<file path="src/rtl/uart_tx.sv">
// ---------------------------------------------------------------------------
// uart_tx: UART serialiser, transmit half of the uart_rx link.
//
// Takes one PAYLOAD_BITS word per valid/ready handshake and shifts it out on
// TX_D_O as a start bit, the data LSB first, an optional parity bit and
// STOP_BITS stop bits. It can also hold the line low to send a break. Every bit
// lasts CPB = CLK_HZ / BIT_RATE clock cycles.
//
// Build option: define UART_TX_PARITY_EN to insert a parity bit after the data
// bits. PARITY_ODD selects odd (1) or even (0) parity.
//
// Ports:
//   CLK_I       in   system clock, rising edge
//   RST_N_I     in   asynchronous active-low reset
//   TX_EN_I     in   1 = new frames may be accepted
//   TX_VLD_I    in   TX_D_I holds a word to send
//   TX_D_I      in   word to send (PAYLOAD_BITS)
//   TX_BREAK_I  in   request a line break (hold the line low)
//   TX_RDY_O    out  a word can be accepted this cycle (combinational)
//   TX_BUSY_O   out  a frame or break is in progress
//   TX_D_O      out  serial line, idle high, driven from a flop
// ---------------------------------------------------------------------------
module uart_tx #(
    parameter int BIT_RATE     = 9600,
    parameter int CLK_HZ       = 27_000_000,
    parameter int PAYLOAD_BITS = 8,
    parameter int STOP_BITS    = 1,
    parameter int PARITY_ODD   = 0
) (
    input  logic                    CLK_I,
    input  logic                    RST_N_I,
    input  logic                    TX_EN_I,
    input  logic                    TX_VLD_I,
    input  logic [PAYLOAD_BITS-1:0] TX_D_I,
    input  logic                    TX_BREAK_I,
    output logic                    TX_RDY_O,
    output logic                    TX_BUSY_O,
    output logic                    TX_D_O
);

    localparam int CPB = CLK_HZ / BIT_RATE;
`ifdef UART_TX_PARITY_EN
    localparam int FRAME_BITS = 1 + PAYLOAD_BITS + 1 + STOP_BITS;
`else
    localparam int FRAME_BITS = 1 + PAYLOAD_BITS + STOP_BITS;
`endif
    localparam int FRAME_CYC = FRAME_BITS * CPB;
    localparam int CNT_W     = (CPB > 2) ? $clog2(CPB) : 1;
    localparam int BRK_W     = $clog2(FRAME_CYC);
    localparam int BITS_W    = 4;

    if (CPB < 2 || PAYLOAD_BITS < 5 || PAYLOAD_BITS > 9 ||
        STOP_BITS < 1 || STOP_BITS > 2 || PARITY_ODD < 0 || PARITY_ODD > 1) begin : g_param_err
        $error("uart_tx: illegal parameters (CPB must be >= 2)");
    end

    localparam logic [2:0] IDLE   = 3'd0;
    localparam logic [2:0] START  = 3'd1;
    localparam logic [2:0] DATA   = 3'd2;
    localparam logic [2:0] PARITY = 3'd3;
    localparam logic [2:0] STOP   = 3'd4;
    localparam logic [2:0] BREAK  = 3'd5;
    localparam logic [2:0] MARK   = 3'd6;

    logic [2:0]              state_q, state_d;
    logic [CNT_W-1:0]        cnt_q, cnt_d;    // cycle within the current bit
    logic [BITS_W-1:0]       bits_q, bits_d;  // bit index within DATA / STOP
    logic [BRK_W-1:0]        brk_q, brk_d;    // break length, saturates at one frame
    logic [PAYLOAD_BITS-1:0] sh_q, sh_d;
    logic                    tx_q, tx_d;
    logic                    bit_end;
`ifdef UART_TX_PARITY_EN
    logic                    par_q, par_d;
`endif

    assign TX_RDY_O  = (state_q == IDLE) & TX_EN_I & ~TX_BREAK_I & RST_N_I;
    assign TX_BUSY_O = (state_q != IDLE);
    assign TX_D_O    = tx_q;
    assign bit_end   = (cnt_q == CNT_W'(CPB - 1));

    always_comb begin
        state_d = state_q;
        cnt_d   = bit_end ? '0 : cnt_q + CNT_W'(1);
        bits_d  = bits_q;
        brk_d   = brk_q;
        sh_d    = sh_q;
        tx_d    = tx_q;
`ifdef UART_TX_PARITY_EN
        par_d   = par_q;
`endif
        case (state_q)
            IDLE: begin
                cnt_d  = '0;
                bits_d = '0;
                tx_d   = 1'b1;
                // Break wins over a pending word in the same cycle.
                if (TX_BREAK_I) begin
                    state_d = BREAK;
                    tx_d    = 1'b0;
                    brk_d   = '0;
                end else if (TX_VLD_I && TX_RDY_O) begin
                    // Start bit goes out on the transfer edge itself.
                    state_d = START;
                    tx_d    = 1'b0;
                    sh_d    = TX_D_I;
`ifdef UART_TX_PARITY_EN
                    par_d   = (^TX_D_I) ^ PARITY_ODD[0];
`endif
                end
            end
            START: begin
                if (bit_end) begin
                    state_d = DATA;
                    tx_d    = sh_q[0];
                    sh_d    = sh_q >> 1;
                    bits_d  = '0;
                end
            end
            DATA: begin
                if (bit_end) begin
                    if (bits_q == BITS_W'(PAYLOAD_BITS - 1)) begin
`ifdef UART_TX_PARITY_EN
                        state_d = PARITY;
                        tx_d    = par_q;
`else
                        state_d = STOP;
                        tx_d    = 1'b1;
`endif
                        bits_d  = '0;
                    end else begin
                        tx_d   = sh_q[0];
                        sh_d   = sh_q >> 1;
                        bits_d = bits_q + BITS_W'(1);
                    end
                end
            end
`ifdef UART_TX_PARITY_EN
            PARITY: begin
                if (bit_end) begin
                    state_d = STOP;
                    tx_d    = 1'b1;
                    bits_d  = '0;
                end
            end
`endif
            STOP: begin
                if (bit_end) begin
                    if (bits_q == BITS_W'(STOP_BITS - 1)) state_d = IDLE;
                    else                                  bits_d  = bits_q + BITS_W'(1);
                end
            end
            BREAK: begin
                // brk_q reaching FRAME_CYC-1 means a full frame time has elapsed.
                if (brk_q != BRK_W'(FRAME_CYC - 1)) begin
                    brk_d = brk_q + BRK_W'(1);
                end else if (!TX_BREAK_I) begin
                    state_d = MARK;
                    tx_d    = 1'b1;
                    cnt_d   = '0;
                end
            end
            MARK: begin
                if (bit_end) state_d = IDLE;
            end
            default: begin
                state_d = IDLE;
                tx_d    = 1'b1;
            end
        endcase
    end

    always_ff @(posedge CLK_I or negedge RST_N_I) begin
        if (!RST_N_I) begin
            state_q <= IDLE;
            cnt_q   <= '0;
            bits_q  <= '0;
            brk_q   <= '0;
            sh_q    <= '0;
            tx_q    <= 1'b1;
`ifdef UART_TX_PARITY_EN
            par_q   <= 1'b0;
`endif
        end else begin
            state_q <= state_d;
            cnt_q   <= cnt_d;
            bits_q  <= bits_d;
            brk_q   <= brk_d;
            sh_q    <= sh_d;
            tx_q    <= tx_d;
`ifdef UART_TX_PARITY_EN
            par_q   <= par_d;
`endif
        end
    end

endmodule

</file>
<file path="config.mk">
export PLATFORM = sky130hd
export DESIGN_NAME = uart_tx
export DESIGN_NICKNAME = d
export VERILOG_FILES = /design/src/rtl/uart_tx.sv
export SDC_FILE = /design/constraint.sdc
export NUM_CORES = 1
export LEC_CHECK = 0
export BUFFER_PORTS_ARGS = -buffer_cell sky130_fd_sc_hd__buf_2
export CORE_UTILIZATION = 51
export DETAILED_ROUTE_END_ITERATION = 10
export GPL_TIMING_DRIVEN = 0
export MAX_ROUTING_LAYER = met4
export PLACE_DENSITY = 0.79
export SETUP_SLACK_MARGIN = 0.05
export SLEW_MARGIN = 30
export SYNTH_ARGS = -nofsm -noshare
export SYNTH_HDL_FRONTEND = slang
export SYNTH_SLANG_ARGS = --single-unit
export TNS_END_PERCENT = 1
</file>
<file path="constraint.sdc">
create_clock -name CLK_I -period 1.8 [get_ports CLK_I]
set_input_delay 0.18 -clock CLK_I [delete_from_list [all_inputs] [get_ports CLK_I]]
set_output_delay 0.18 -clock CLK_I [all_outputs]
set_load 0.02 [all_outputs]
</file>
==> key figures <==
Place
  • Hpwl dp: 3450 um
  • DP Area: 2610 um^2
  • GP Congestion: slightly below 0.9
  • DP Worst Slack: -0.409 ns
  • Port Buffers: 15

Synth
  • Syn Area/Cell: 9.73 um^2
  • Synth Instances: 253
  • Unique masters post-synth: 57
  • Syn Nets: 270
  • Fraction of registers with async set/reset: 100%
  • EDFF count, synth: 0
  • Yosys warns: 0
  • Area leader, netlist: dfrtp_1
  • Cell area after synthesis: 2460 um^2
  • Largest cells by area after synthesis: dfrtp_1 (43%), nor2_1 (4.3%), xor2_1 (3.6%), o2bb2ai_1 (2.8%), xnor2_1 (2.8%)
  • Register bit total from synthesis: 43
  • Sequential area share after synthesis: 43.8%
  • Yosys top cell area share: about 43%
  • Top_reg_cell synth: dfrtp_1

Timing
  • Min Hold Slack: -0.133 ns
  • Rel. slew slack: 62.0%
  • Fin worst setup slack: -0.0165 ns
  • Final setup violation count: 1
  • Worst-Margin Slew: around 0.57 ns
  • Final min period: 1.82 ns
  • Final-report hold violation count: 42
  • Crit share post-route: 101%
  • Fmax: 551 MHz
  • Setup Skew: 0.0103 ns
  • Slew Limit Fails: 0
  • RSZ-0062 raised after global routing: yes

Clocking
  • Clock slew at the register clock pins of the worst setup and hold paths: roughly 0.09 ns
  • TritonCTS buffer count: 5
  • CTS root buf: clkbuf_8
  • Clock tree sinks: 43
  • CTS tree: built
  • Worst-case clock buffer depth: 2
  • Clk Latency, worst-skew pair: around 0.30 ns
  • # H-tree levels: 2

Cells and area
  • Layout cells sized above 1: 28.1%
  • Final nets: between 300 and 400
  • Final core utilization: 66.9%
  • Finished Cell Area: between 3000 and 4000 um^2
  • Fillcell total: 315
  • N_diodes: 0
  • Layout area overhead: 22.4%

Power and ir drop
  • PwrDens: 1320 nW/um^2
  • Clock power frac: 19.3%
  • Sw Pwr: 1530 uW
  • Leakage: 0.00131 uW
  • Peak supply drop: 0.648 mV
  • Sequential share of power: 34.7%
  • Sw frac: 38.6%
  • Internal power: 2440 uW
  • Combinational share of power: 46.0%

Setup path
  • Worst-path maximum fanout: 6
  • Req. time, crit path: roughly 2.0 ns
  • Startpoint Class: flip-flop
  • Crit end category: flip-flop
  • Data arrival, critical path: roughly 2 ns
  • Critical setup path kind: reg2reg

Routing
  • Wire per inst: 15.9 um
  • DRT Pass-1 Iters: 4
  • Final ANT Viol Nets: 0
  • Via/cell ratio: 6.22
  • Initial drt markers: 194
  • Drt drc: 0
  • Via count: 2140
  • Total wire length: about 5500 um

Die
  • Core area: 4500 um^2
  • Die Footprint: roughly 5100 um^2
  • Num ports: 16
  • Initial Util: a little over half
  • # rows: 24
  • Die Wd: 71.5 um
  • Die height: 71.5 um

Global route
  • Met1 usage: 32.6%
  • Tot GR Track Use: 23.8%
  • First-pass GRT wire length: 9280 um
  • Initial antenna violation count: 0
  • Most Crowded Layer GR: met2
  • Vias in the first global route: 1973
  • Gr ovfl total: 0
  • Met2 Use GR: 35.0%
  • Met3 Usage GRT: 5.77%
  • Largest net degree at the start of global routing: 47

Run status
  • Run status: finished, violations left
  • Failing checks: hold timing, setup timing

Run
  • Total of max-cap violations: 0

Worst hold path
  • Hold WC Path Type: in2async
power groups by stage:
stage          Sequential [uW]  Clock (uW)  Combinational [uW]
2_1_floorplan             1340           0                1170
3_3_place_gp              1360           0                1470
3_5_place_dp              1360           0                1500
4_1_cts                   1380         777                1670
5_1_grt                   1410         808                2020
6_report                  1380         768                1820
worst max-delay path: stages, from the launching register on:
cell,delay [ns]
dfrtp_1,0.41
ha_4,0.18
nand2_4,0.07
or4_4,0.57
or4_1,0.42
o21ai_1,0.10
cells in the final DEF, fill, tap and decap left out, types with 6 or more instances in the layout:
master      n
a21oi_1     6
a22oi_1     7
buf_2      16
buf_4      19
dfrtp_1    41
inv_1       7
nand2_1    18
nand3_1    10
nand4_1     7
nor2_1     27
o2bb2ai_1   8
xnor2_1     8
xor2_1     10
per-layer routing:
metal	part of all wire, %	vias to the layer above
met5	0	-
met4	1.5	0
met3	3.7	8
met2	48	39
met1	47	1080
li1	-	1013
stage by stage:
step / hold WS [ns] / power, uW / instances / TNS (ns)
after floorplan: -0.116 / 2510 / 253 / 0
after global placement: 0.387 / 2830 / 320 / -5.44
after detailed placement: 0.397 / 2870 / 320 / -5.91
after CTS: -0.119 / 3820 / 334 / -0.00955
after global routing: -0.0911 / 4240 / 344 / -1.32
final: -0.133 / 3970 / 344 / -0.0165
cells by family (layout without fill, tap and decap cells):
group / Yosys count / in the layout / share of synthesized area (%)
flip-flops: 43 / 43 / 43.8
AO/OA/AOI/OAI: 47 / 47 / 14.3
AND/OR/NAND/NOR: 115 / 115 / 27.4
XOR/XNOR: 18 / 18 / 6.40
adder cells (fa/ha/maj): 4 / 4 / 2.03
multiplexers: 6 / 6 / 2.49
buffers and inverters: 20 / 59 / 3.66
synthesized netlist by cell type, drive strengths merged, types with 3 or more instances:
| cell | instances |
|---|---|
| a21oi | 7 |
| nand4 | 7 |
| inv | 8 |
| o21ai | 7 |
| nor2 | 28 |
| mux2i | 5 |
| buf | 5 |
| or4 | 4 |
| nor3 | 7 |
| and4b | 3 |
| ha | 4 |
| and4 | 3 |
| or3 | 3 |
| o2bb2ai | 8 |
| dfrtp | 42 |
| and2 | 3 |
| o211ai | 3 |
| xor2 | 10 |
| xnor2 | 8 |
| nand3 | 11 |
| nand2b | 4 |
| nand4b | 3 |
| a22oi | 7 |
| clkbuf | 7 |
| nand2 | 19 |
| nor4 | 5 |
worst paths after layout:
check                      startpoint         to  slack [ns]  cells past startpoint
max                          brk_q[0]  brk_q[12]       -0.02                      5
min                           RST_N_I  brk_q[10]       -0.13                      1
max reg2reg                  brk_q[0]  brk_q[12]       -0.02                      5
min reg2reg                   sh_q[6]    sh_q[6]        0.51                      1
max in group asynchronous     RST_N_I   cnt_q[2]        1.50                      1
min in group CLK_I          TX_D_I[7]    sh_q[7]        0.11                      3
cell type report:
| cell class | instances | area [um^2] | share of cell area (%) |
|---|---|---|---|
| Inverter | 8 | 30.0 | 0.996 |
| Multi-Input combinational cell | 190 | 1440 | 47.7 |
| Sequential cell | 43 | 1080 | 35.8 |
| Timing Repair Buffer | 32 | 215 | 7.14 |
| Clock buffer | 5 | 68.8 | 2.28 |
| Clock inverter | 3 | 43.8 | 1.45 |
| Buffer | 11 | 75.1 | 2.49 |
| Tap cell | 52 | 65.1 | 2.16 |
registers in the layout, indices dropped and copies added (netlist names):
| register | cells |
|---|---|
| sh_q | 8 |
| TX_D_O | 1 |
| state_q | 3 |
| cnt_q | 12 |
| brk_q | 15 |
| bits_q | 4 |
timing repair:
item                                    in CTS  in global routing
endpoints found under the hold margin       42                 42
endpoints found under the setup margin      33                 31
pin swaps                                    8                 10
gates resized for setup                     24                 22
setup buffers                                7                 10
(Power assumes the default switching activity.)
